**src/rtl/id_ex_stage.sv**
```systemverilog
// ID/EX pipeline register with load-use hazard detection, flush and hold handling.
// Optional perf counters are built when PERF_CNT_EN is defined.
module id_ex_stage #(
  parameter int unsigned XLEN  = 32,
  parameter int unsigned CNT_W = 16
) (
  input  logic             clk,
  input  logic             rst,
  input  logic             HoldE,
  input  logic             FlushE,
  input  logic             ValidD,
  input  logic             RegWriteD,
  input  logic             ALUSrcD,
  input  logic             MemWriteD,
  input  logic             MemReadD,
  input  logic             ResultSrcD,
  input  logic             BranchD,
  input  logic [1:0]       ALUOpD,
  input  logic [2:0]       funct3D,
  input  logic             funct7b5D,
  input  logic [XLEN-1:0]  RD1D,
  input  logic [XLEN-1:0]  RD2D,
  input  logic [XLEN-1:0]  ImmExtD,
  input  logic [XLEN-1:0]  PCD,
  input  logic [XLEN-1:0]  PCPlus4D,
  input  logic [4:0]       Rs1D,
  input  logic [4:0]       Rs2D,
  input  logic [4:0]       RdD,
  output logic             ValidE,
  output logic             RegWriteE,
  output logic             ALUSrcE,
  output logic             MemWriteE,
  output logic             MemReadE,
  output logic             ResultSrcE,
  output logic             BranchE,
  output logic [1:0]       ALUOpE,
  output logic [2:0]       funct3E,
  output logic             funct7b5E,
  output logic [XLEN-1:0]  RD1E,
  output logic [XLEN-1:0]  RD2E,
  output logic [XLEN-1:0]  ImmExtE,
  output logic [XLEN-1:0]  PCE,
  output logic [XLEN-1:0]  PCPlus4E,
  output logic [4:0]       Rs1E,
  output logic [4:0]       Rs2E,
  output logic [4:0]       RdE,
  output logic             StallD,
  output logic [CNT_W-1:0] BubbleCnt,
  output logic [CNT_W-1:0] FlushCnt
);

  // Fields cleared on a bubble; RdE is included so a bubble never matches a forward.
  typedef struct packed {
    logic       valid;
    logic       reg_write;
    logic       alu_src;
    logic       mem_write;
    logic       mem_read;
    logic       result_src;
    logic       branch;
    logic [1:0] alu_op;
    logic [4:0] rd;
  } ctrl_t;

  typedef struct packed {
    logic [2:0]      funct3;
    logic            funct7b5;
    logic [XLEN-1:0] rd1;
    logic [XLEN-1:0] rd2;
    logic [XLEN-1:0] imm;
    logic [XLEN-1:0] pc;
    logic [XLEN-1:0] pc_plus4;
    logic [4:0]      rs1;
    logic [4:0]      rs2;
  } data_t;

  ctrl_t ctrl_q, ctrl_d;
  data_t data_q, data_d;
  logic  load_use;
  logic  bubble;

  assign load_use = ctrl_q.valid & ctrl_q.mem_read & (ctrl_q.rd != 5'd0) & ValidD &
                    ((Rs1D == ctrl_q.rd) | (Rs2D == ctrl_q.rd));
  assign bubble   = FlushE | load_use | ~ValidD;
  // Flush wins over the load-use stall so fetch can redirect.
  assign StallD   = HoldE | (load_use & ~FlushE);

  always_comb begin
    ctrl_d = ctrl_q;
    data_d = data_q;
    if (!HoldE) begin
      data_d = '{funct3: funct3D, funct7b5: funct7b5D, rd1: RD1D, rd2: RD2D, imm: ImmExtD,
                 pc: PCD, pc_plus4: PCPlus4D, rs1: Rs1D, rs2: Rs2D};
      if (bubble) begin
        ctrl_d = '0;
      end else begin
        ctrl_d = '{valid: 1'b1, reg_write: RegWriteD, alu_src: ALUSrcD, mem_write: MemWriteD,
                   mem_read: MemReadD, result_src: ResultSrcD, branch: BranchD,
                   alu_op: ALUOpD, rd: RdD};
      end
    end
  end

  always_ff @(posedge clk or negedge rst) begin
    if (!rst) begin
      ctrl_q <= '0;
      data_q <= '0;
    end else begin
      ctrl_q <= ctrl_d;
      data_q <= data_d;
    end
  end

  assign ValidE     = ctrl_q.valid;
  assign RegWriteE  = ctrl_q.reg_write;
  assign ALUSrcE    = ctrl_q.alu_src;
  assign MemWriteE  = ctrl_q.mem_write;
  assign MemReadE   = ctrl_q.mem_read;
  assign ResultSrcE = ctrl_q.result_src;
  assign BranchE    = ctrl_q.branch;
  assign ALUOpE     = ctrl_q.alu_op;
  assign RdE        = ctrl_q.rd;
  assign funct3E    = data_q.funct3;
  assign funct7b5E  = data_q.funct7b5;
  assign RD1E       = data_q.rd1;
  assign RD2E       = data_q.rd2;
  assign ImmExtE    = data_q.imm;
  assign PCE        = data_q.pc;
  assign PCPlus4E   = data_q.pc_plus4;
  assign Rs1E       = data_q.rs1;
  assign Rs2E       = data_q.rs2;

`ifdef PERF_CNT_EN
  logic [CNT_W-1:0] bubble_cnt_q, bubble_cnt_d;
  logic [CNT_W-1:0] flush_cnt_q, flush_cnt_d;

  always_comb begin
    bubble_cnt_d = bubble_cnt_q;
    flush_cnt_d  = flush_cnt_q;
    if (!HoldE) begin
      if (load_use && !FlushE && (bubble_cnt_q != '1)) bubble_cnt_d = bubble_cnt_q + CNT_W'(1);
      if (FlushE && (flush_cnt_q != '1))                flush_cnt_d  = flush_cnt_q + CNT_W'(1);
    end
  end

  always_ff @(posedge clk or negedge rst) begin
    if (!rst) begin
      bubble_cnt_q <= '0;
      flush_cnt_q  <= '0;
    end else begin
      bubble_cnt_q <= bubble_cnt_d;
      flush_cnt_q  <= flush_cnt_d;
    end
  end

  assign BubbleCnt = bubble_cnt_q;
  assign FlushCnt  = flush_cnt_q;
`else
  assign BubbleCnt = '0;
  assign FlushCnt  = '0;
`endif

endmodule
```
**config.mk**
```make
export PLATFORM = sky130hd
export DESIGN_NAME = id_ex_stage
export DESIGN_NICKNAME = d
export VERILOG_FILES = /design/src/rtl/id_ex_stage.sv
export SDC_FILE = /design/constraint.sdc
export NUM_CORES = 1
export LEC_CHECK = 0
export ABC_AREA = 1
export CAP_MARGIN = 5
export CORE_MARGIN = 2
export CORE_UTILIZATION = 25
export CTS_CLUSTER_DIAMETER = 40
export DETAILED_ROUTE_END_ITERATION = 10
export PLACE_DENSITY = 0.66
export SKIP_LAST_GASP = 1
export SYNTH_ARGS = -nofsm -noshare
export SYNTH_HDL_FRONTEND = slang
export SYNTH_SLANG_ARGS = --single-unit
```
**constraint.sdc**
```tcl
create_clock -name clk -period 1.37 [get_ports clk]
set_input_delay 0.274 -clock clk [delete_from_list [all_inputs] [get_ports clk]]
set_output_delay 0.274 -clock clk [all_outputs]
set_load 0.03 [all_outputs]
```
* Yosys cells after proc, flatten, opt, wreduce, memory -nomap -nowiden
Cells that the tools add are included.
Operators by class: muxes and demuxes 1, bitwise logic cells 11, reduce and logical (&&, ||, !) cells 1, eq/ne operators 2
Operators by type and width (count):
- $mux 14 | 1
- $eq 5x5->1 | 2
- $and 1x1->1 | 5
- $reduce_bool 5->1 | 1
- $or 1x1->1 | 4
- $not 1->1 | 2
Word-level totals: input bits 192, bits in registers 188

* Depth between registers and ports, before layout
depth in word-level cells 7, gate-level depth with buffers 10, gate-level depth less buffers 9

* Worst setup path after synthesis
OpenSTA, ideal clock, no wires.
path kind register to output, start register ctrl_q (netlist bit RdE[0]), end output port StallD, stages on the path, launching flop included 9, data required time 1096 ps, path buffers 0, slack -633 ps, arrival time 1729 ps, cells stage by stage dfrtp_1 -> inv_1 -> nand2_1 -> nand2_1 -> nor2_1 -> nand3_1 -> nand2_2 -> nand2_4 -> o21ai_0
Between the ends: longest elaborated chain between the ends 6, elaborated cells between the ends (all ways) 9
RTL lines:
- start, declared | RTL line 77 | ctrl_t ctrl_q, ctrl_d;
- start signal, assigned | RTL line 109 | ctrl_q <= ctrl_d;
- $reduce_bool 5->1 | RTL line 82 | assign load_use = ctrl_q.valid & ctrl_q.mem_read & (ctrl_q.rd != 5'd0) & ValidD &
- $and 1x1->1 (2 in a row) | RTL line 82
- $and 1x1->1 * | RTL line 82
- $and 1x1->1 * | RTL line 86 | assign StallD = HoldE | (load_use & ~FlushE);
- $or 1x1->1 * | RTL line 86
- end, declared | RTL line 47 | output logic StallD,
Mark *: on every way between the ends. The rest lies on a longest branch, timed or not.

* Final worst setup path
Same ends and word-level chain as after synthesis.

==> metrics <==
status finished with violations; violated checks negative setup slack; Pleak 6.507 nW; crit path max fanout 6; mapped cell area 7581 um2; Max Clock Skew 0.008069 ns; warnings from Yosys 0; Avg Cell Area, Syn 8.674 um2; final setup vio count 16; CP Class reg -> out; power after layout 14.90 mW; Net Sw Frac 31.36%; HP Class in -> reg; Psw 4.672 mW; CTS Buf Count 17; placed wire-length estimate 17.93 mm; post-synthesis sequential area ratio 62.06%; total grt overflow 0; FMAX 515.9 MHz; initial antenna violation count 1; Netlist cell types 19; wire per inst 14.60 um; Yosys reg bits 188; largest net degree at the start of global routing 86; Synth Area in XOR/XNOR 0.2311%; mux contribution to synthesized area 0%; hold path cells 3; Seq pwr share 42.8%; number of global-route vias before repair 6701; Core Util, Final 41.97%; Vias 6839; FP Rows 63; RSZ-0062 raised after global routing true; max cap viols 0; simple-gate area share of the yosys netlist 30.50%; # clock sinks 188; H-tree Lvls 4; Clock transition at path regs 0.07 ns; die width 178.1 um; count of final hold-check violations 0; largest family of logic cells by synthesized area simple AND/OR/NAND/NOR gates; fillers 2886; fraction of the mapped netlist area in adder cells 0%; gpl congestion 0.8016; number of flops mapped to enable cells by yosys 0; Most used DFF post-synth dfrtp_1; Non-Filler Instances 1668; Critical Path Source Type flop; I/O pin count 413; cell internal pwr 10.23 mW; Synth Instances 874; Final WS setup -0.5685 ns; initial core utilization 25.51%; FFs w/ async S/R, synth 100.0%; CTS tree yes; clock network power share 32.7%; GRT Overall Usage 14.90%; Vias/cell 4.100; Pins Over Slew Limit 0; 1st-iter DRT viols 430; Root Buffer clkbuf_16; period utilization 141.5%; VDD IR max 0.8253 mV; Area Overhead vs Synth 64.53%; power per cell area 1194 nW/um2; drt drc 0; CP Data Required Time 1.10 ns; die area 31730 um2; Comb pwr share 24.5%; Nets 1456; CTS max path bufs 2; I/O Buffers 380; DRT Pass-1 Iters 4; Inst Count DP 1630; core outline area 29720 um2; clk_lat worst skew 0.42 ns; Compound-Gate Fraction of Synth Area 0.5281%; setup_tns -2.488 ns; Die Y 178.1 um; share of cells above drive strength 1 22.79%; minimum clock period 1.939 ns; r2r worst-path depth 10; Total Wirelength 24.35 mm; first-pass GRT wire length 36.80 mm; Setup crit end kind output pin; ANT nets after route 0; CP arrival 1.66 ns
layer usage:
metal | up-vias | GRT usage [%] | routed length (um)
met4 | 0 | 4.816 | 439
met3 | 26 | 3.708 | 1534
met2 | 242 | 24.95 | 12120
met5 | - | 0 | 0
li1 | 3338 | - | -
met1 | 3233 | 18.83 | 10260
synth_stat cells (2+ instances only):
master,instances,area [um2]
nand4_1,2,12.51
nand3_1,6,30.03
nand2_1,549,2061
buf_4,32,240.2
o21ai_0,8,40.04
dfrtp_1,188,4705
nand3_2,9,90.09
clkbuf_1,13,48.80
inv_1,9,33.78
nand2_2,11,68.82
nor2_1,7,26.28
xnor2_1,2,17.52
inv_2,5,18.77
buf_2,27,135.1
buf_6,2,22.52
area by class of cell:
cell class                      instances  area (um2)  share of cell area (%)
Clock inverter                         12       112.6                  0.9028
Timing Repair Buffer                  414        4138                   33.17
Clock buffer                           20       456.7                   3.661
Sequential cell                       188        4711                   37.77
Multi-Input combinational cell        628        2506                   20.09
Antenna cell                            1       2.502                 0.02006
Inverter                               15       58.81                  0.4715
Tap cell                              390       488.0                   3.912
critical path, cell delays in order, from the launching register on:
cell and delay [ns]:
dfrtp_2 0.45, buf_4 0.16, nor2_2 0.10, nand4_1 0.11, nand4_1 0.11, inv_2 0.05, nand2_4 0.07, o21ai_4 0.05
buf_6 0.14
per-stage QoR:
step	instance area [um2]	setup WS, ns	hold WS [ns]
2_1_floorplan	7715	-0.07962	-0.02159
3_5_place_dp	12430	-0.4805	0.2475
5_1_grt	12470	-0.6896	0.1252
3_3_place_gp	12430	-0.4723	0.2441
4_1_cts	12450	-0.5850	0.1125
6_report	12470	-0.5685	0.1430
power by group through the flow:
stage,clock (mW),sequential [mW],combinational [mW]
after global placement,0,6.47,3.96
after detailed placement,0,6.48,3.99
after CTS,5.05,6.38,3.70
after floorplan,0,7.36,0.804
after global routing,5.27,6.44,3.90
final,4.87,6.38,3.65
timing repair:
item                                    CTS  global route
pin swaps                                 0             1
endpoints found under the hold margin    28             0
gates resized for setup                 650             7
hold buffers                              1             0
setup buffers                             3             0
gates cloned                              1             0
endpoints found under the setup margin  147            21
sequential cells by signal, summed over array words and instances (netlist names), 2 cells and up:
signal    count
ALUOpE        2
ImmExtE      32
PCE          32
PCPlus4E     32
RD1E         32
RD2E         32
RdE           5
Rs1E          5
Rs2E          5
funct3E       3
layout by cell type (no fill, tap or decap), types with 4 or more instances in the layout:
master / instances
buf_4: 23
buf_2: 126
inv_2: 5
clkbuf_16: 17
buf_6: 8
inv_1: 8
conb_1: 32
dfrtp_2: 5
buf_12: 65
dfrtp_1: 183
clkdlybuf4s50_1: 189
nand3_1: 6
o21ai_0: 7
nand2_2: 11
nand2_1: 549
nand3_2: 9
nor2_1: 5
clkinv_4: 4
final timing paths:
path                       slack, ns   endpoint  startpoint
hold reg to reg                 0.47   RD1E[17]    RD1E[17]
hold / removal                  0.14    BranchE       HoldE
setup / recovery               -0.57     StallD      RdE[0]
setup reg to reg               -0.15  ALUOpE[1]      RdE[0]
min in group asynchronous       0.37    RD1E[2]         rst
max in group asynchronous       0.46     RdE[3]         rst
kinds of logic (layout without fill, tap and decap cells):
logic type	after synthesis	in the layout
DFF	188	188
buffers and inverters	89	461
and+or+nand+nor	586	586
AOI/OAI and AO/OA	8	8
other	1	33
xor gates and xnor gates	2	2
Note: power is estimated with default switching activity, not from simulation.
